File: config.mk
export PLATFORM = sky130hd
export DESIGN_NAME = ballot_counter_flat
export DESIGN_NICKNAME = d
export VERILOG_FILES = /design/src/rtl/ballot_counter_if.sv /design/src/rtl/ballot_counter.sv /design/src/flat_wrapper.sv
export SDC_FILE = /design/constraint.sdc
export NUM_CORES = 1
export LEC_CHECK = 0
export BUFFER_PORTS_ARGS = -buffer_cell sky130_fd_sc_hd__buf_4
export CORE_MARGIN = 2
export CORE_UTILIZATION = 51
export CTS_BUF_LIST = sky130_fd_sc_hd__clkbuf_16
export CTS_CLUSTER_DIAMETER = 40
export DETAILED_ROUTE_END_ITERATION = 10
export GPL_TIMING_DRIVEN = 1
export PLACE_DENSITY = 0.78
export SYNTH_ARGS = -nofsm -noshare
export SYNTH_HDL_FRONTEND = slang
export SYNTH_SLANG_ARGS = --single-unit
File: constraint.sdc
create_clock -name clk -period 3.2 [get_ports clk]
set_clock_uncertainty 0.1 [all_clocks]
set_input_delay 0.32 -clock clk [delete_from_list [all_inputs] [get_ports clk]]
set_output_delay 0.32 -clock clk [all_outputs]
set_load 0.02 [all_outputs]
File: src/rtl/ballot_counter_if.sv
// Ballot counter bus: officer controls and buttons in, tallies and election result out.
interface ballot_counter_if #(
  parameter int NUM_CAND = 4,
  parameter int CNT_W    = 8
);
  localparam int IDX_W = ($clog2(NUM_CAND) > 1) ? $clog2(NUM_CAND) : 1;
  localparam int TOT_W = CNT_W + IDX_W;

  logic                      ballot_open;
  logic [NUM_CAND-1:0]       vote;
  logic                      close_polls;
  logic                      ready;
  logic                      vote_ack;
  logic                      invalid;
  logic                      overflow;
  logic [NUM_CAND*CNT_W-1:0] counts;
  logic [TOT_W-1:0]          total_votes;
  logic                      polls_closed;
  logic                      result_valid;
  logic [IDX_W-1:0]          winner;
  logic                      tie;

  modport master (
    output ballot_open, vote, close_polls,
    input  ready, vote_ack, invalid, overflow, counts, total_votes,
           polls_closed, result_valid, winner, tie
  );

  modport slave (
    input  ballot_open, vote, close_polls,
    output ready, vote_ack, invalid, overflow, counts, total_votes,
           polls_closed, result_valid, winner, tie
  );
endinterface

File: src/rtl/ballot_counter.sv
// Multi-candidate ballot counter: one press per authorised ballot, saturating tallies,
// and a sequential max/tie scan of all tallies once the polls close.
//   state   | meaning
//   S_IDLE  | waiting for ballot_open
//   S_ARMED | ballot authorised, waiting for a single rising press
//   S_SCAN  | polls closed, visiting one tally per cycle
//   S_DONE  | winner/tie valid; only reset leaves
module ballot_counter #(
  parameter int NUM_CAND = 4,
  parameter int CNT_W    = 8
) (
  input logic             clk,
  input logic             rst,
  ballot_counter_if.slave bus
);
  localparam int IDX_W = ($clog2(NUM_CAND) > 1) ? $clog2(NUM_CAND) : 1;
  localparam int TOT_W = CNT_W + IDX_W;
  localparam logic [CNT_W-1:0] CNT_MAX = {CNT_W{1'b1}};
  localparam logic [TOT_W-1:0] TOT_MAX = {TOT_W{1'b1}};

  typedef enum logic [1:0] {S_IDLE, S_ARMED, S_SCAN, S_DONE} state_t;

  state_t                             state_q, state_d;
  logic [NUM_CAND-1:0]                vote_q, vote_d;
  logic [NUM_CAND-1:0][CNT_W-1:0]     cnt_q, cnt_d;
  logic [TOT_W-1:0]                   total_q, total_d;
  logic                               ready_q, ready_d;
  logic                               ack_q, ack_d;
  logic                               inv_q, inv_d;
  logic                               ovf_q, ovf_d;
  logic                               closed_q, closed_d;
  logic                               rv_q, rv_d;
  logic [IDX_W-1:0]                   scan_idx_q, scan_idx_d;
  logic [CNT_W-1:0]                   max_q, max_d;
  logic [IDX_W-1:0]                   win_q, win_d;
  logic                               tie_q, tie_d;

  logic [NUM_CAND-1:0] press;
  logic                press_multi;
  logic [IDX_W-1:0]    press_idx;
  logic [CNT_W-1:0]    cur;

  always_comb begin
    state_d    = state_q;
    vote_d     = bus.vote;
    cnt_d      = cnt_q;
    total_d    = total_q;
    ack_d      = 1'b0;
    inv_d      = 1'b0;
    ovf_d      = ovf_q;
    scan_idx_d = scan_idx_q;
    max_d      = max_q;
    win_d      = win_q;
    tie_d      = tie_q;
    cur        = cnt_q[scan_idx_q];

    press       = bus.vote & ~vote_q;
    // Clearing the lowest set bit leaves something only if two or more were set.
    press_multi = |(press & (press - NUM_CAND'(1)));
    press_idx   = '0;
    for (int i = 0; i < NUM_CAND; i++) begin
      if (press[i]) press_idx = IDX_W'(i);
    end

    case (state_q)
      S_IDLE: begin
        if (bus.close_polls) begin
          state_d    = S_SCAN;
          scan_idx_d = '0;
        end else if (bus.ballot_open) begin
          state_d = S_ARMED;
        end
      end
      S_ARMED: begin
        if (bus.close_polls) begin
          state_d    = S_SCAN;
          scan_idx_d = '0;
        end else if (press_multi) begin
          inv_d = 1'b1;
        end else if (|press) begin
          ack_d   = 1'b1;
          state_d = S_IDLE;
          if (cnt_q[press_idx] == CNT_MAX) ovf_d = 1'b1;
          else cnt_d[press_idx] = cnt_q[press_idx] + CNT_W'(1);
          if (total_q == TOT_MAX) ovf_d = 1'b1;
          else total_d = total_q + TOT_W'(1);
        end
      end
      S_SCAN: begin
        if (scan_idx_q == '0) begin
          max_d = cur;
          win_d = '0;
          tie_d = 1'b0;
        end else if (cur > max_q) begin
          max_d = cur;
          win_d = scan_idx_q;
          tie_d = 1'b0;
        end else if (cur == max_q) begin
          tie_d = 1'b1;
        end
        if (scan_idx_q == IDX_W'(NUM_CAND - 1)) state_d = S_DONE;
        else scan_idx_d = scan_idx_q + IDX_W'(1);
      end
      S_DONE:  state_d = S_DONE;
      default: state_d = S_IDLE;
    endcase

    ready_d  = (state_d == S_ARMED);
    closed_d = (state_d == S_SCAN) || (state_d == S_DONE);
    rv_d     = (state_d == S_DONE);
  end

  always_ff @(posedge clk or posedge rst) begin
    if (rst) begin
      state_q    <= S_IDLE;
      vote_q     <= '0;
      cnt_q      <= '0;
      total_q    <= '0;
      ready_q    <= 1'b0;
      ack_q      <= 1'b0;
      inv_q      <= 1'b0;
      ovf_q      <= 1'b0;
      closed_q   <= 1'b0;
      rv_q       <= 1'b0;
      scan_idx_q <= '0;
      max_q      <= '0;
      win_q      <= '0;
      tie_q      <= 1'b0;
    end else begin
      state_q    <= state_d;
      vote_q     <= vote_d;
      cnt_q      <= cnt_d;
      total_q    <= total_d;
      ready_q    <= ready_d;
      ack_q      <= ack_d;
      inv_q      <= inv_d;
      ovf_q      <= ovf_d;
      closed_q   <= closed_d;
      rv_q       <= rv_d;
      scan_idx_q <= scan_idx_d;
      max_q      <= max_d;
      win_q      <= win_d;
      tie_q      <= tie_d;
    end
  end

  assign bus.ready        = ready_q;
  assign bus.vote_ack     = ack_q;
  assign bus.invalid      = inv_q;
  assign bus.overflow     = ovf_q;
  assign bus.counts       = cnt_q;
  assign bus.total_votes  = total_q;
  assign bus.polls_closed = closed_q;
  assign bus.result_valid = rv_q;
  assign bus.winner       = win_q;
  assign bus.tie          = tie_q;
endmodule

File: src/flat_wrapper.sv
// flat-port wrapper written by rule: the top's interface ports become plain ports
module ballot_counter_flat 
#(
  parameter int NUM_CAND = 4,
  parameter int CNT_W    = 8
)
  (clk, rst, bus_ballot_open, bus_vote, bus_close_polls, bus_ready, bus_vote_ack, bus_invalid, bus_overflow, bus_counts, bus_total_votes, bus_polls_closed, bus_result_valid, bus_winner, bus_tie);
  ballot_counter_if #(.NUM_CAND(NUM_CAND), .CNT_W(CNT_W)) bus_i ();
  input logic clk;
  input logic rst;
  input wire logic [$bits(bus_i.ballot_open)-1:0] bus_ballot_open;
  input wire logic [$bits(bus_i.vote)-1:0] bus_vote;
  input wire logic [$bits(bus_i.close_polls)-1:0] bus_close_polls;
  output wire logic [$bits(bus_i.ready)-1:0] bus_ready;
  output wire logic [$bits(bus_i.vote_ack)-1:0] bus_vote_ack;
  output wire logic [$bits(bus_i.invalid)-1:0] bus_invalid;
  output wire logic [$bits(bus_i.overflow)-1:0] bus_overflow;
  output wire logic [$bits(bus_i.counts)-1:0] bus_counts;
  output wire logic [$bits(bus_i.total_votes)-1:0] bus_total_votes;
  output wire logic [$bits(bus_i.polls_closed)-1:0] bus_polls_closed;
  output wire logic [$bits(bus_i.result_valid)-1:0] bus_result_valid;
  output wire logic [$bits(bus_i.winner)-1:0] bus_winner;
  output wire logic [$bits(bus_i.tie)-1:0] bus_tie;
  assign bus_i.ballot_open = bus_ballot_open;
  assign bus_i.vote = bus_vote;
  assign bus_i.close_polls = bus_close_polls;
  assign bus_ready = bus_i.ready;
  assign bus_vote_ack = bus_i.vote_ack;
  assign bus_invalid = bus_i.invalid;
  assign bus_overflow = bus_i.overflow;
  assign bus_counts = bus_i.counts;
  assign bus_total_votes = bus_i.total_votes;
  assign bus_polls_closed = bus_i.polls_closed;
  assign bus_result_valid = bus_i.result_valid;
  assign bus_winner = bus_i.winner;
  assign bus_tie = bus_i.tie;
  ballot_counter #(.NUM_CAND(NUM_CAND), .CNT_W(CNT_W)) u_core (.clk(clk), .rst(rst), .bus(bus_i));
endmodule
; Word level (Yosys, flattened, before mapping)
; Index checks and enable logic that the tools add are counted.
[classes]
n_eq_ne = 12
n_mux = 36
reduce_logical = 17
magnitude_cmp = 4
n_addsub = 4
bitwise = 7
[ops]
columns = cell, count
row1 = $mux W8, 5
row2 = $bmux W8 S2, 2
row3 = $bwmux W32, 1
row4 = $mux W2, 12
row5 = $demux W8 S2, 1
row6 = $reduce_and A5 Y1, 3
row7 = $mux W1, 13
row8 = $add A10 B1 Y10 const B, 1
row9 = $eq A10 B10 Y1 const B, 1
row10 = $eq A2 B2 Y1 const B, 5
row11 = $add A8 B1 Y8 const B, 1
row12 = $and A4 B4 Y4, 2
row13 = $eq A8 B8 Y1, 1
row14 = $eq A8 B8 Y1 const B, 1
row15 = $gt A8 B8 Y1, 1
row16 = $pmux W2 S4, 1
row17 = $reduce_or A4 Y1, 2
row18 = $lt A2 B3 Y1 const B, 2
row19 = $reduce_bool A2 Y1, 3
row20 = $eq A2 B1 Y1 const B, 2
row21 = $logic_not A2 Y1, 2
row22 = $not A1 Y1, 4
row23 = $not A4 Y4, 1
row24 = $pmux W2 S2, 1
row25 = 11 further kinds, 12
[totals]
wordCells = 97
inputBits = 8
output_inout_bits = 51
reg_bits = 67

; Depth between registers and ports, before layout
; Gate-level depths: netlist of the first run.
[depth]
depth_word = 10
mapped_depth = 14
depth_no_buf = 12

; Least setup slack after synthesis of the first run
; OpenSTA, ideal clock, no wires.
[synth_timing]
kind = reg-to-reg
start = reg u_core.scan_idx_q[1]
end = reg u_core.win_q[0] (netlist: u_core.bus.winner[0])
required_ns = 2.975
setup_slack_ns = -0.194
setup_ns = 0.125
path_buffers = 1
stages_incl_launch_ff = 10
arrival_time_ns = 3.169
period_less_slack_ns = 3.394
cell_sequence = dfrtp_1 clkbuf_1 mux4_2 ha_1 a21o_1 a21o_1 a21oi_1 o21ai_0 a22oi_1 mux2_2
[synth_via]
elab_chain_len = 5
word_cells_on_any_way = 7
cone_classes = 1 x order compare / 3 x mux / 3 x reduce/logical
[synth_lines]
columns = item, line_no
row1 = "start, declared", ballot_counter.sv:33  ; logic [IDX_W-1:0] scan_idx_q, scan_idx_d;
row2 = "start signal, assigned", ballot_counter.sv:140  ; scan_idx_q <= scan_idx_d;
row3 = $bmux W8 S2, ballot_counter.sv:55  ; cur = cnt_q[scan_idx_q];
row4 = $mux W8 (implied by the code), ballot_counter.sv:55
row5 = via u_core.cur[5], ballot_counter.sv:41  ; logic [CNT_W-1:0] cur;
row6 = $gt A8 B8 Y1, ballot_counter.sv:94  ; end else if (cur > max_q) begin
row7 = $reduce_bool A2 Y1 (no source line), n/a
row8 = $reduce_and A2 Y1 (no source line), n/a
row9 = "end signal, assigned", ballot_counter.sv:142  ; win_q <= win_d;
row10 = "end, declared", ballot_counter.sv:35  ; logic [IDX_W-1:0] win_q, win_d;
; The timed path passes the listed nets, and every way through them passes these cells. The select of a mux whose other input is x is not followed.
; A chain may end at the register's enable or synchronous reset.

; Worst setup path after layout of the first run
[layout_timing]
start = reg u_core.vote_q[1]
end = reg u_core.cnt_q (netlist bit u_core.bus.counts[29])
[layout_via]
elab_chain_len = 10
word_cells_on_any_way = 22
cone_classes = 2 x add/sub / 2 x order compare / 1 x eq/ne / 8 x mux / 5 x bitwise / 4 x reduce/logical
[layout_lines]
columns = item, line_no
row1 = "start, declared", ballot_counter.sv:24  ; logic [NUM_CAND-1:0] vote_q, vote_d;
row2 = "start signal, assigned", ballot_counter.sv:131  ; vote_q <= vote_d;
row3 = $not A4 Y4 (*), ballot_counter.sv:57  ; press = bus.vote & ~vote_q;
row4 = $and A4 B4 Y4 (*), ballot_counter.sv:57
row5 = "parallel branches: the longest is 8 deep, another holds $add A8 B1 Y8", n/a
row6 = "end signal, assigned", ballot_counter.sv:132  ; cnt_q <= cnt_d;
row7 = "end, declared", ballot_counter.sv:25  ; logic [NUM_CAND-1:0][CNT_W-1:0] cnt_q, cnt_d;
; Every way passes the cells marked *. The select of a mux whose other input is x is not followed.

==> parameters.txt, run 1 <==
Parameter                              Value

Outcome
  Result of the run ... finished, final reports clean

STA
  Maximum operating frequency ... 0.3279 GHz
  Worst relative slew slack ... 0.6523
  Number of hold-slack violations in the final timing report ... 0
  Final Cycle Share ... 0.9529
  Final critical path time including I/O delays and setup ... 3.049 ns
  Setup TNS after final layout ... 0 ns
  Transition time at the pin with the least slew margin ... 0.5184 ns
  Minimum hold slack ... 0.006153 ns
  Setup-violating endpoint count in the final report ... 0
  Count of final max-slew check failures ... 0

Yosys
  Number of cells produced by synthesis ... 299
  Part of the Yosys area used for sequential elements ... 0.4651
  Top cells by count, synth ... sky130_fd_sc_hd__dfrtp_1, sky130_fd_sc_hd__mux2_2, sky130_fd_sc_hd__nand2_1, sky130_fd_sc_hd__inv_1, sky130_fd_sc_hd__nor2_1
  Count leader, synth ... sky130_fd_sc_hd__dfrtp_1
  Post-synthesis net count ... 319
  Yosys reg bits ... 66
  Mean instance size in the synthesized netlist ... 11.88 sq um
  Count of unique library cells instantiated by Yosys ... 50
  Syn Std Cell Area ... 0.003551 sq mm
  Portion of synthesized cell area occupied by the leading cell type ... 0.4651
  Biggest area consumer among synthesized cells ... sky130_fd_sc_hd__dfrtp_1
  Post-synth EDFFs ... 0
  Dominant cells by area after synthesis ... sky130_fd_sc_hd__dfrtp_1, sky130_fd_sc_hd__mux2_2, sky130_fd_sc_hd__mux4_2
  Warning count from the yosys run ... 0
  Async set or reset register ratio after synthesis ... 1.000
  Most used flip-flop cell after synthesis ... sky130_fd_sc_hd__dfrtp_1

Worst setup path
  Sort of element at the start of the critical path ... register
  Origin of the worst setup path ... u_core.vote_q[1]$_DFF_PP0_
  CP delay by family, top ... simple AND/OR/NAND/NOR gates
  Setup CP Type ... reg -> reg
  Cell-by-cell trace of the critical path ... and2b_1, nand2_1, a311oi_2, a21oi_1, inv_1, ha_1, inv_1, a311oi_2, nand4_2, nor3_4, buf_4, nor4_4, buf_4, mux2_2
  Element type at the critical path end ... register
  Startpoint of the worst register-to-register path ... u_core.vote_q[1]$_DFF_PP0_
  Critical Path RT ... 3.31 ns
  R2R setup slack ... 0.15 ns
  Worst R2R Path Depth ... 14
  Number of gates on the worst path with buffers counted ... 14
  Total buffers and inverters traversed by the critical path ... 4
  Max FO, Critical Path ... 8
  Critical Path Max Stage Delay ... 0.41 ns
  Slowest CP cell ... sky130_fd_sc_hd__dfrtp_1
  Critical Path AT ... 3.16 ns

Placement
  Detailed placer's ending HPWL ... 6.013 mm
  # placed instances ... 449
  Routability congestion estimate from global placement ... 0.9404
  Quantity of I/O buffers inserted on ports ... 58

Route
  Remaining routing DRC violations ... 0
  Detail Route Antenna Nets ... 0
  Wl on met1 ... 3.768 mm
  Number of vias per cell after detailed routing ... 5.814
  Number of design-rule violations left by the first detailed-router iteration ... 168
  Total length of routed wires ... 8.433 mm
  Number of iterations in the first detailed-routing pass ... 4
  Highest metal used ... met4
  Detailed-routed wire length on met3 ... 448 microns
  Count of vias placed by the detailed router ... 2727
  Wire length per cell after detailed routing ... 17.98 microns
  Met2 wire len ... 4.032 mm

Clocking
  Number of sinks driven by the clock tree ... 66
  Total CTS buffers ... 9
  Later-pin clock latency in the skew report ... 0.33 ns
  Clock root cell ... sky130_fd_sc_hd__clkbuf_16
  TritonCTS clock tree ... done
  # H-tree levels ... 3
  Worst-path clk slew ... 0.05 ns
  Largest buffer count on any clock path ... 2

Floorplanning
  Site row count ... 30
  Core box area ... 0.006756 sq mm
  Initial standard-cell utilization of the core ... 0.5256
  X dimension of the die ... 87.44 microns
  Top-Level Pins ... 59
  Die Y-Extent ... 87.44 microns
  Die Area ... 0.007646 sq mm

Final layout
  Area added between synthesis and finish ... 28.58%
  Nets ... 404
  Area of combinational cells with multiple inputs ... 0.001803 sq mm
  Utilization after layout ... 0.6757
  Number of diodes added for antenna fixing ... 0
  Ratio of cells with drive above 1 in the final layout ... 0.4190
  FF/Latch Area ... 0.001653 sq mm
  Filler Cell Count ... 491
  Final std cells w/o fill ... 469

Power
  Max IR drop VDD ... 0.3586 mV
  P_leak ... 0.002227 uW
  Power density over the cells ... 545.8 mW/mm^2

Flow run
  Maximum Capacitance Violations ... 0

GRT
  First-pass GRT wire length ... 13.61 mm
  Total GRT Usage ... 0.2387
  Overflow left after global routing ... 0
  Pin count of the biggest net entering global routing ... 40
  Antenna violations before repair ... 0
  Number of global-route vias before repair ... 2753

Worst hold path
  Worst Min Path Start ... bus_vote[0]
  Class of the tightest hold or removal check ... in -> reg
  Cells on Worst Hold Path ... 1
==> logic make-up after synthesis <==
kind of cell | share of synthesized area
flip-flops | 0.4651
adder cells (fa/ha/maj) | 0.04510
AND/OR/NAND/NOR | 0.1374
buffers and inverters | 0.03241
XOR/XNOR | 0.03453
multiplexers | 0.2012
AO/OA/AOI/OAI | 0.08421
==> worst register-to-register path, stage by stage (launching register included) <==
cell                       delay [ns]
sky130_fd_sc_hd__dfrtp_1         0.41
sky130_fd_sc_hd__and2b_1         0.27
sky130_fd_sc_hd__nand2_1         0.09
sky130_fd_sc_hd__a311oi_2        0.26
sky130_fd_sc_hd__a21oi_1         0.11
sky130_fd_sc_hd__inv_1           0.08
sky130_fd_sc_hd__ha_1            0.14
sky130_fd_sc_hd__inv_1           0.06
sky130_fd_sc_hd__a311oi_2        0.30
sky130_fd_sc_hd__nand4_2         0.17
sky130_fd_sc_hd__nor3_4          0.22
sky130_fd_sc_hd__buf_4           0.18
sky130_fd_sc_hd__nor4_4          0.05
sky130_fd_sc_hd__buf_4           0.20
sky130_fd_sc_hd__mux2_2          0.29
==> sequential cells by signal, indices dropped and copies added, names as in the netlist, 2 cells and up <==
name                    cells
u_core.scan_idx_q           2
u_core.bus.total_votes     10
u_core.max_q                8
u_core.bus.counts          32
u_core.vote_q               4
u_core.bus.winner           2
==> where the power goes <==
group | leakage, uW | switching [uW] | internal, uW | total, uW
clock | 0.000154 | 348 | 672 | 1020
combinational | 0.00119 | 273 | 242 | 515
sequential | 0.000884 | 63.0 | 893 | 956
total | 0.00223 | 684 | 1810 | 2490
==> stage by stage <==
step                      area, sq um  power (uW)  worst slack, ns
after detailed placement         4205        1474           0.1295
final                            4566        2492           0.1506
after global placement           4205        1459           0.2176
after global routing             4566        2625         -0.01410
after floorplan                  3557        1296          0.01660
after CTS                        4526        2500          0.01123
==> placed cells by master, fill, tap and decap left out, drive strengths merged, types with 4 or more instances in the layout <==
cell    count
nand2      24
nor2b       4
clkbuf      9
nor2       13
o21ai       9
nand4       7
dfrtp      66
mux4        8
ha         12
a21oi       7
nand3       7
xor2        6
and3        5
a31oi       8
inv        18
buf        82
nand2b      7
mux2       43
xnor2       8
==> final timing paths <==
check,to
min in group asynchronous,u_core.bus.vote_ack$_DFF_PP0_
max in group asynchronous,u_core.scan_idx_q[1]$_DFFE_PP0P_
worst max-delay path,u_core.bus.counts[29]$_DFFE_PP0P_
worst min register to register,u_core.bus.total_votes[5]$_DFFE_PP0P_
worst max register to register,u_core.bus.counts[29]$_DFFE_PP0P_
worst min-delay path,u_core.vote_q[0]$_DFF_PP0_
==> final cells by class <==
type | instances | area share
Clock buffer | 9 | 0.04933
Multi-Input combinational cell | 206 | 0.3949
Tap cell | 80 | 0.02192
Clock inverter | 7 | 0.01864
Inverter | 17 | 0.01398
Timing Repair Buffer | 84 | 0.1392
Sequential cell | 66 | 0.3620
==> routing by layer <==
layer	global-route usage	vias to the layer above
li1	-	1271
met1	0.3263	1347
met2	0.3636	91
met3	0.05403	18
met4	0.1077	0
met5	0	-
==> timing repair <==
item | 4_1_cts | 5_1_grt
gates resized for setup | 0 | 4
setup buffers | 0 | 2
setup endpoints to repair | 0 | 40
hold buffers | 1 | 1
hold endpoints to repair | 27 | 1
No activity file was read; power rests on OpenSTA's default activity.
==> inputs of run 2 (changes only) <==
Settings changed: ABC_AREA set to 1, CORE_UTILIZATION 51 to 52, PLACE_DENSITY 0.78 to 0.79.
==> parameters.txt, run 2 <==
Parameter                              Value

Outcome
  Result of the run ... finished, final reports clean (unchanged)

Final layout
  Utilization after layout ... 0.6481 (was 0.6757)
  Max FFs per register ... 32 (unchanged)
  Leading cell type in the layout, fill and taps excluded ... sky130_fd_sc_hd__nand2_1 (was sky130_fd_sc_hd__buf_4)
  Highest-count cells in the layout ignoring fill and taps ... sky130_fd_sc_hd__nand2_1, sky130_fd_sc_hd__dfrtp_1, sky130_fd_sc_hd__buf_4 (was sky130_fd_sc_hd__buf_4, sky130_fd_sc_hd__dfrtp_1, sky130_fd_sc_hd__mux2_2)
  Number of diodes added for antenna fixing ... 0 (unchanged)
  Ratio of cells with drive above 1 in the final layout ... 0.2228 (was 0.4190)
  Nets ... 567 (was 404)
  Area added between synthesis and finish ... 20.69% (was 28.58%)

Worst setup path
  Setup CP Type ... reg -> reg (unchanged)
  Origin of the worst setup path ... u_core.scan_idx_q[1]$_DFFE_PP0P_ (was u_core.vote_q[1]$_DFF_PP0_)
  Critical Path RT ... 3.30 ns (was 3.31 ns)
  Max FO, Critical Path ... 20 (was 8)
  Sort of element at the start of the critical path ... register (unchanged)
  Critical Path AT ... 2.91 ns (was 3.16 ns)
  Element type at the critical path end ... register (unchanged)
  Startpoint of the worst register-to-register path ... u_core.scan_idx_q[1]$_DFFE_PP0P_ (was u_core.vote_q[1]$_DFF_PP0_)

Worst hold path
  Class of the tightest hold or removal check ... in -> reg (unchanged)
  Worst Min Path Start ... bus_vote[0] (unchanged)

GRT
  Antenna violations before repair ... 0 (unchanged)
  First-pass GRT wire length ... 15.81 mm (was 13.61 mm)
  Total GRT Usage ... 0.2396 (was 0.2387)
  Global routing's busiest layer ... met2 (unchanged)
  GR Layer Usage met2 ... 0.3856 (was 0.3636)
  Overflow left after global routing ... 0 (unchanged)
  Number of global-route vias before repair ... 3303 (was 2753)
  Pin count of the biggest net entering global routing ... 55 (was 40)
  Met1 global-route usage ... 0.3226 (was 0.3263)
  Met3 capacity usage during global routing ... 0.05092 (was 0.05403)

Clocking
  # H-tree levels ... 3 (unchanged)
  Total setup buffers inserted after CTS ... 0 (unchanged)
  Worst-path clk slew ... 0.05 ns (about the same)
  Clock root cell ... sky130_fd_sc_hd__clkbuf_16 (unchanged)
  Later-pin clock latency in the skew report ... 0.33 ns (about the same)
  Total CTS buffers ... 9 (unchanged)
  TritonCTS clock tree ... done (unchanged)
  Number of sinks driven by the clock tree ... 66 (unchanged)
  Largest buffer count on any clock path ... 2 (unchanged)

Placement
  Post-Place Setup Slack ... 0.2955 ns (was 0.1295 ns)
  Quantity of I/O buffers inserted on ports ... 58 (unchanged)
  Detailed placer's ending HPWL ... 6.823 mm (was 6.013 mm)
  Routability congestion estimate from global placement ... 0.9419 (was 0.9404)

Yosys
  Portion of synthesized cell area occupied by the leading cell type ... 0.4240 (was 0.4651)
  Async set or reset register ratio after synthesis ... 1.000 (unchanged)
  Biggest area consumer among synthesized cells ... sky130_fd_sc_hd__dfrtp_1 (unchanged)
  Warning count from the yosys run ... 0 (unchanged)
  Most used flip-flop cell after synthesis ... sky130_fd_sc_hd__dfrtp_1 (unchanged)
  Number of cells produced by synthesis ... 486 (was 299)
  Count leader, synth ... sky130_fd_sc_hd__nand2_1 (was sky130_fd_sc_hd__dfrtp_1)
  Post-synthesis net count ... 506 (was 319)
  Syn Std Cell Area ... 0.003895 sq mm (was 0.003551 sq mm)
  Part of the Yosys area used for sequential elements ... 0.4240 (was 0.4651)
  Dominant cells by area after synthesis ... sky130_fd_sc_hd__dfrtp_1, sky130_fd_sc_hd__nand2_1, sky130_fd_sc_hd__inv_1 (was sky130_fd_sc_hd__dfrtp_1, sky130_fd_sc_hd__mux2_2, sky130_fd_sc_hd__mux4_2)
  Post-synth EDFFs ... 0 (unchanged)
  Mean instance size in the synthesized netlist ... 8.014 sq um (was 11.88 sq um)
  Top cells by count, synth ... sky130_fd_sc_hd__nand2_1, sky130_fd_sc_hd__dfrtp_1, sky130_fd_sc_hd__inv_1, sky130_fd_sc_hd__nor2_1, sky130_fd_sc_hd__a21oi_1 (was sky130_fd_sc_hd__dfrtp_1, sky130_fd_sc_hd__mux2_2, sky130_fd_sc_hd__nand2_1, sky130_fd_sc_hd__inv_1, sky130_fd_sc_hd__nor2_1)
  Yosys reg bits ... 66 (unchanged)
  Count of unique library cells instantiated by Yosys ... 36 (was 50)

STA
  Maximum operating frequency ... 0.3556 GHz (was 0.3279 GHz)
  Setup TNS after final layout ... 0 ns (unchanged)
  Setup-violating endpoint count in the final report ... 0 (unchanged)
  Least setup slack across all paths after layout ... 0.3878 ns (was 0.1506 ns)
  Final Cycle Share ... 0.8788 (was 0.9529)
  Setup repair after global routing missed its margin ... no
  Count of final max-slew check failures ... 0 (unchanged)
  Worst relative slew slack ... 0.5473 (was 0.6523)
  Number of hold-slack violations in the final timing report ... 0 (unchanged)
  Final critical path time including I/O delays and setup ... 2.812 ns (was 3.049 ns)
  Transition time at the pin with the least slew margin ... 0.6791 ns (was 0.5184 ns)

Route
  Total length of routed wires ... 9.545 mm (was 8.433 mm)
  Number of design-rule violations left by the first detailed-router iteration ... 272 (was 168)
  Wire length per cell after detailed routing ... 14.66 microns (was 17.98 microns)
  Count of vias placed by the detailed router ... 3496 (was 2727)
  Remaining routing DRC violations ... 0 (unchanged)
  Number of iterations in the first detailed-routing pass ... 5 (was 4)
  Detail Route Antenna Nets ... 0 (unchanged)
  Number of vias per cell after detailed routing ... 5.370 (was 5.814)

Floorplanning
  Initial standard-cell utilization of the core ... 0.5370 (was 0.5256)
  Site row count ... 31 (was 30)
  Core box area ... 0.007253 sq mm (was 0.006756 sq mm)
  X dimension of the die ... 90.55 microns (was 87.44 microns)
  Top-Level Pins ... 59 (unchanged)
  Die Area ... 0.008198 sq mm (was 0.007646 sq mm)
  Die Y-Extent ... 90.55 microns (was 87.44 microns)

Power
  Power density over the cells ... 628.1 mW/mm^2 (was 545.8 mW/mm^2)
  Proportion of power drawn by combinational gates ... 0.317 (was 0.207)
  Max IR drop VDD ... 0.3062 mV (was 0.3586 mV)
  Net switching power of the design ... 1022 uW (was 684.1 uW)
  P_leak ... 0.002370 uW (was 0.002227 uW)
  Clock group share of total power ... 0.348 (was 0.410)
  Sequential fraction of design power ... 0.335 (was 0.384)
  Internal power summed over all cells ... 1930 uW (was 1808 uW)
  Net switching fraction of the power ... 0.3463 (was 0.2745)

Flow run
  Maximum Capacitance Violations ... 0 (unchanged)
==> run 2: changes by cell type in the layout (fill, tap and decap cells not counted), moves of 17 or more <==
cell                      previous run  this run
sky130_fd_sc_hd__o21ai_1             0        17
sky130_fd_sc_hd__inv_1              17        52
sky130_fd_sc_hd__buf_4              82        61
sky130_fd_sc_hd__nor2_1             13        37
sky130_fd_sc_hd__a21oi_1             7        31
sky130_fd_sc_hd__nand2_1            24       137
sky130_fd_sc_hd__mux2_2             35         0
==> run 2: critical path: stages (launching register included) <==
cell	delay, ns
sky130_fd_sc_hd__dfrtp_1	0.35
sky130_fd_sc_hd__clkinv_1	0.40
sky130_fd_sc_hd__a21oi_1	0.29
sky130_fd_sc_hd__o21ai_0	0.11
sky130_fd_sc_hd__o21ai_0	0.17
sky130_fd_sc_hd__ha_1	0.24
sky130_fd_sc_hd__nand4_1	0.14
sky130_fd_sc_hd__a21oi_1	0.14
sky130_fd_sc_hd__nor2_1	0.07
sky130_fd_sc_hd__o21bai_1	0.20
sky130_fd_sc_hd__nand2_2	0.25
sky130_fd_sc_hd__nor2_1	0.18
sky130_fd_sc_hd__a21oi_1	0.06
==> run 2: final timing paths <==
check	end	slack, ns	cells past startpoint
max	u_core.max_q[7]$_DFFE_PP0P_	0.39	12
min	u_core.vote_q[0]$_DFF_PP0_	0.009	1
max reg2reg	u_core.max_q[7]$_DFFE_PP0P_	0.39	12
min reg2reg	u_core.bus.overflow$_DFFE_PP0P_	0.36	1
max in group asynchronous	u_core.vote_q[3]$_DFF_PP0_	1.65	4
min in group asynchronous	u_core.bus.polls_closed$_DFF_PP0_	0.40	3
==> run 2: metrics by stage <==
step	hold slack [ns]	power [uW]	area, sq um	std cells
2_1_floorplan	0.2514	1668	3895	486
3_3_place_gp	0.1759	1865	4377	634
3_5_place_dp	0.1803	1915	4377	634
4_1_cts	0.003969	2957	4698	651
5_1_grt	0.003547	3133	4701	651
6_report	0.009023	2952	4701	651
==> run 2: kinds of logic (layout without fill, tap and decap cells) <==
kind of cell,after synthesis,after routing,synth area share
compound gates,81,81,0.1102
simple gates,242,242,0.3151
fa+ha+maj,12,12,0.03855
xor+xnor,12,12,0.02699
buf+inv,73,139,0.08512
flops,66,66,0.4240
==> run 2: repair_timing <==
action                                  in CTS  in global routing
hold endpoints to repair                    12                  0
gates resized for setup                      0                  1
hold buffers                                 1                  0
endpoints found under the setup margin       0                 10
==> run 2: power groups by stage <==
stage | clock (uW) | combinational, uW | sequential (uW)
floorplan | 0 | 639 | 1030
global placement | 0 | 865 | 1000
detailed placement | 0 | 913 | 1000
CTS | 1040 | 926 | 989
global route | 1080 | 1050 | 999
finish | 1030 | 935 | 990
==> run 2: cell type report <==
class | count | area, sq um
clock buffer | 9 | 225.2
fill | 633 | 2552
multi-input combinational | 347 | 1914
tap | 99 | 123.9
inverter | 61 | 231.5
sequential | 66 | 1652
clock inverter | 7 | 86.33
timing repair buffer | 62 | 467.9
==> run 2: routing by layer <==
metal  vias to the layer above  share of wire
met5                         -              0
met4                         0          0.019
met3                        21          0.062
met2                       136           0.48
met1                      1668           0.44
li1                       1671              -
